==> src/rtl/reg_read_issue.sv <==
// Operand fetch / issue stage feeding the ALU: 32-entry register file, one-entry output register.
// Build option: define ISSUE_BYPASS_EN to forward same-cycle write-back data to the read ports.
//
// state | meaning
// EMPTY | no instruction held, out_valid=0
// FULL  | ALU_OP/rs/rt/out_rd_addr hold a valid instruction, out_valid=1
module reg_read_issue #(
    parameter int DATA_W = 32,
    parameter int ADDR_W = 5,
    parameter int OP_W   = 3,
    parameter int IMM_W  = 16
) (
    input  logic              CLOCK_50,
    input  logic              reset,
    input  logic              in_valid,
    output logic              in_ready,
    input  logic [OP_W-1:0]   in_op,
    input  logic [ADDR_W-1:0] in_rs_addr,
    input  logic [ADDR_W-1:0] in_rt_addr,
    input  logic [ADDR_W-1:0] in_rd_addr,
    input  logic [IMM_W-1:0]  in_imm,
    input  logic              in_use_imm,
    input  logic              wb_en,
    input  logic [ADDR_W-1:0] wb_addr,
    input  logic [DATA_W-1:0] wb_data,
    input  logic              flush,
    output logic              out_valid,
    input  logic              out_ready,
    output logic [OP_W-1:0]   ALU_OP,
    output logic [DATA_W-1:0] rs,
    output logic [DATA_W-1:0] rt,
    output logic [ADDR_W-1:0] out_rd_addr
);

    localparam int NREGS = 2 ** ADDR_W;

    typedef enum logic {EMPTY = 1'b0, FULL = 1'b1} state_t;

    state_t              state_q, state_d;
    logic [OP_W-1:0]     op_q, op_d;
    logic [DATA_W-1:0]   rs_q, rs_d;
    logic [DATA_W-1:0]   rt_q, rt_d;
    logic [ADDR_W-1:0]   rd_q, rd_d;
    logic [DATA_W-1:0]   regs_q [NREGS];

    logic [DATA_W-1:0]   rs_rd;
    logic [DATA_W-1:0]   rt_rd;
    logic [DATA_W-1:0]   imm_ext;
    logic                accept;

    always_ff @(posedge CLOCK_50) begin
        if (reset) begin
            for (int i = 0; i < NREGS; i++) begin
                regs_q[i] <= '0;
            end
        end else if (wb_en && (wb_addr != '0)) begin
            regs_q[wb_addr] <= wb_data;
        end
    end

    // Entry 0 is hard-wired to zero regardless of what the array holds.
    function automatic logic [DATA_W-1:0] read_port(input logic [ADDR_W-1:0] addr);
        logic [DATA_W-1:0] val;
        val = '0;
        if (addr != '0) begin
`ifdef ISSUE_BYPASS_EN
            if (wb_en && (wb_addr == addr)) begin
                val = wb_data;
            end else begin
                val = regs_q[addr];
            end
`else
            val = regs_q[addr];
`endif
        end
        return val;
    endfunction

    always_comb begin
        rs_rd   = read_port(in_rs_addr);
        rt_rd   = read_port(in_rt_addr);
        imm_ext = {{(DATA_W-IMM_W){in_imm[IMM_W-1]}}, in_imm};
    end

    assign out_valid   = (state_q == FULL);
    assign in_ready    = !out_valid || out_ready;
    assign accept      = in_valid && in_ready && !flush;
    assign ALU_OP      = op_q;
    assign rs          = rs_q;
    assign rt          = rt_q;
    assign out_rd_addr = rd_q;

    always_comb begin
        state_d = state_q;
        op_d    = op_q;
        rs_d    = rs_q;
        rt_d    = rt_q;
        rd_d    = rd_q;
        if (flush) begin
            state_d = EMPTY;
        end else if (accept) begin
            state_d = FULL;
            op_d    = in_op;
            rs_d    = rs_rd;
            rt_d    = in_use_imm ? imm_ext : rt_rd;
            rd_d    = in_rd_addr;
        end else if (out_ready) begin
            state_d = EMPTY;
        end
    end

    always_ff @(posedge CLOCK_50) begin
        if (reset) begin
            state_q <= EMPTY;
            op_q    <= '0;
            rs_q    <= '0;
            rt_q    <= '0;
            rd_q    <= '0;
        end else begin
            state_q <= state_d;
            op_q    <= op_d;
            rs_q    <= rs_d;
            rt_q    <= rt_d;
            rd_q    <= rd_d;
        end
    end

endmodule

==> config.mk <==
export PLATFORM = sky130hd
export DESIGN_NAME = reg_read_issue
export DESIGN_NICKNAME = d
export VERILOG_FILES = /design/src/rtl/reg_read_issue.sv
export SDC_FILE = /design/constraint.sdc
export NUM_CORES = 2
export LEC_CHECK = 0
export CORE_ASPECT_RATIO = 1.1
export CORE_UTILIZATION = 60
export DETAILED_ROUTE_END_ITERATION = 6
export DONT_BUFFER_PORTS = 1
export PLACE_DENSITY = 0.76
export SYNTH_ARGS = -nofsm -noshare
export SYNTH_HDL_FRONTEND = slang
export SYNTH_SLANG_ARGS = --single-unit
==> constraint.sdc <==
create_clock -name CLOCK_50 -period 3.1 [get_ports CLOCK_50]
set_input_delay 0.62 -clock CLOCK_50 [delete_from_list [all_inputs] [get_ports CLOCK_50]]
set_output_delay 0.62 -clock CLOCK_50 [all_outputs]
set_load 0.05 [all_outputs]
==> results.md <==
* Status: complete, but fails checks
* Failing checks: DRC, slew limit, setup timing
* Count leader, synth: edfxtp_1
* Detailed placer's ending HPWL at 108000 um
* Hold Crit Depth at 1
* Clock Path Buffers at 3
* Synthesis Warnings at 0
* Syn-to-layout area delta at 8.94%
* Routed WL at 189000 um
* Initial Utilization at 60.5%
* First-pass GRT wire length at 265000 um
* Final Max Tran Viols at 97
* Root Buffer: clkbuf_16
* Actual slew at the worst max-slew pin at between 1.5 and 2 ns
* Filler cells at between 6000 and 7000
* Vias in the first global route at 37100
* Post-synthesis compound-gate area fraction at around 5.5%
* Largest area contributor in the netlist: edfxtp_1
* CTS tree: done
* Prevailing post-synth register cell: edfxtp_1
* Die W at just under 300 um
* DRC at 1
* Largest net degree at the start of global routing at around 320
* GRT Total Usage at 39.5%
* Post-synth EDFFs at 1024
* Number of detailed-route iterations in the first pass at 7
* Full die area at 96300 sq um
* CTS clock-pin slew for the worst setup and hold paths at 0.06 ns
* Via count at around 38000
* Synth Area in Adders at 0%
* Worst rel slew slack at -8.98%
* Sink Count at 1097
* RSZ-0062 raised after global routing: no
* Max Fclk at 309 MHz
* RD Place Congestion at 0.911
* Antenna viol nets, final at 0
* Post-synth cell types at 51
* Area contributors post-synth: edfxtp_1 (54%), mux4_2 (16%), and2_1 (11%)
* Die height at between 300 and 400 um
* Synth top area share at 53.9%
* CTS buffer count at 112
* Fraction of layout cells with a size suffix above 1 at a little over a fifth
* Final period util at 104%
* Worst setup margin at -0.135 ns
* Worst-Skew Late Latency at 0.70 ns
* 1st-iter DRT viols at 5631
* Worst r2r path cells at 6
* Post-Layout Cell Count at 5174
* Post-CTS Setup Bufs at 0
* Average size of a mapped cell at between 10 and 15 sq um
* Xor and xnor area share after synthesis at 0%
* Commonest cells in the synthesized netlist: edfxtp_1 (1024), and2_1 (994), mux4_2 (404)
* Reg area at 32200 sq um
* Pwr/cell area at about 560 nW/um^2
* Max VDD drop at 0.442 mV
* Multi-input gate area at 23300 sq um
* Post-synthesis mux area share at 21.1%
* Tmin final at between 3 and 4 ns
* Startpoint types: input port
* Hold Fails Final Rpt at 0
* Critical path data arrival time at 3.84 ns
* Largest family of logic cells by synthesized area: multiplexers
* Max-cap violations at 0
* Worst Path Required at 3.71 ns
* Inst Count DP at 4957
* Crit Path Category: in2reg
* Sequential-to-total area share from yosys stat at 56.5%
* Worst slack, placed at 0.396 ns
* Core Region at 94200 sq um
* Leakage at 0.0215 uW
* Post_cts resized at 0
* Post-route cell area at just over 60000 sq um
* Num ports at 152
* Rows at about 120
* IO buf count at 0
* Via/cell ratio at 7.25
* H-tree Lvls at 3
* Initial antenna violation count at 9
* Setup TNS at -0.135 ns
* Worst hold-check path type: in2reg
* Register bit total from synthesis at 1097
* Final setup fails at 1
* Ys async rst share at 0%
* CP Capture Type: flop
* Clock skew at 0.0220 ns
* Post-synthesis simple-gate area fraction at 13.7%
* Hold Buf Count CTS at 2
* Cells after Synth at between 3000 and 4000
* Placement Cell Area at 58400 sq um
* Grt total ovfl at 0
* Critical path peak fanout at approximately 280
* Post-DR wirelength/cell at 36.5 um
* Nets@finish at slightly below 4000
* Post-Syn Area at roughly 57000 sq um
placed cells by master, fill, tap and decap left out, types with 9 or more instances in the layout:
master        n
buf_12       22
bufinv_16    10
a22oi_1      44
a221oi_1     19
a32o_1       13
clkbuf_16   117
o221ai_1     38
or3_1         9
clkbuf_1     33
clkinv_2     29
nor4_1       22
a21oi_1      78
a211o_1       9
nand2_1      87
conb_1       32
or2_2        32
buf_4       116
a22o_1       36
mux2i_1     223
nor2_1       51
a2111oi_0    14
nor2_4       28
clkinv_1     11
nor2b_1      42
o21ai_0      17
a211oi_1     81
dfxtp_1      73
edfxtp_1   1024
o22ai_1      54
mux4_2      404
mux2_2       52
and2_1      992
path summary, 6_finish.rpt:
kind	start	to	slack [ns]
max reg2reg	out_valid	rt[2]	0.62
min reg2reg	ALU_OP[0]	ALU_OP[0]	0.70
min	reset	ALU_OP[1]	0.02
max	in_rt_addr[0]	rt[14]	-0.14
where the power goes:
part           internal, uW  switching [uW]
Combinational          1530            1590
Clock                  7900            5820
Sequential            17000             792
Total                 26400            8200
worst max-delay path, stage by stage:
cell	delay (ns)
nand2b_1	1.07
o22ai_1	0.18
a221oi_1	0.88
nand4_1	0.17
o2111ai_1	0.16
routing by layer:
metal,part of all wire (%),up-vias,GRT usage (%)
met1,32,18600,48.1
met3,15,843,13.9
met4,8.0,9,26.0
li1,-,14800,-
met2,45,3279,59.5
met5,0.11,-,1.12
flip-flops by register name, indices dropped and copies added (netlist names):
signal,flops
regs_q,1024
rs,32
rt,32
out_rd_addr,5
ALU_OP,3
out_valid,1
cell families (layout without fill, tap and decap cells):
group | Yosys count | count (layout)
AO/OA/AOI/OAI | 432 | 432
buffers and inverters | 417 | 355
flip-flops | 1097 | 1097
multiplexers | 687 | 687
other | 1 | 33
AND/OR/NAND/NOR | 1310 | 1310
per-stage QoR:
step,power [uW],hold WS [ns],utilization [%]
finish,34600,0.0246,65.9
global route,35300,0.0268,65.9
CTS,34500,0.00104,65.9
detailed placement,21100,0.683,62.0
global placement,21000,0.678,62.0
floorplan,20300,0.675,-
cell type report:
| class | instances | share of cell area (%) |
|---|---|---|
| Clock inverter | 57 | 0.872 |
| Tap cell | 1260 | 2.54 |
| Clock buffer | 157 | 5.07 |
| Sequential cell | 1097 | 51.9 |
| Multi-Input combinational cell | 2461 | 37.5 |
| Inverter | 1 | 0.00604 |
| Antenna cell | 1 | 0.00403 |
| Timing Repair Buffer | 140 | 2.14 |
Power figures use the tool's default switching activity.
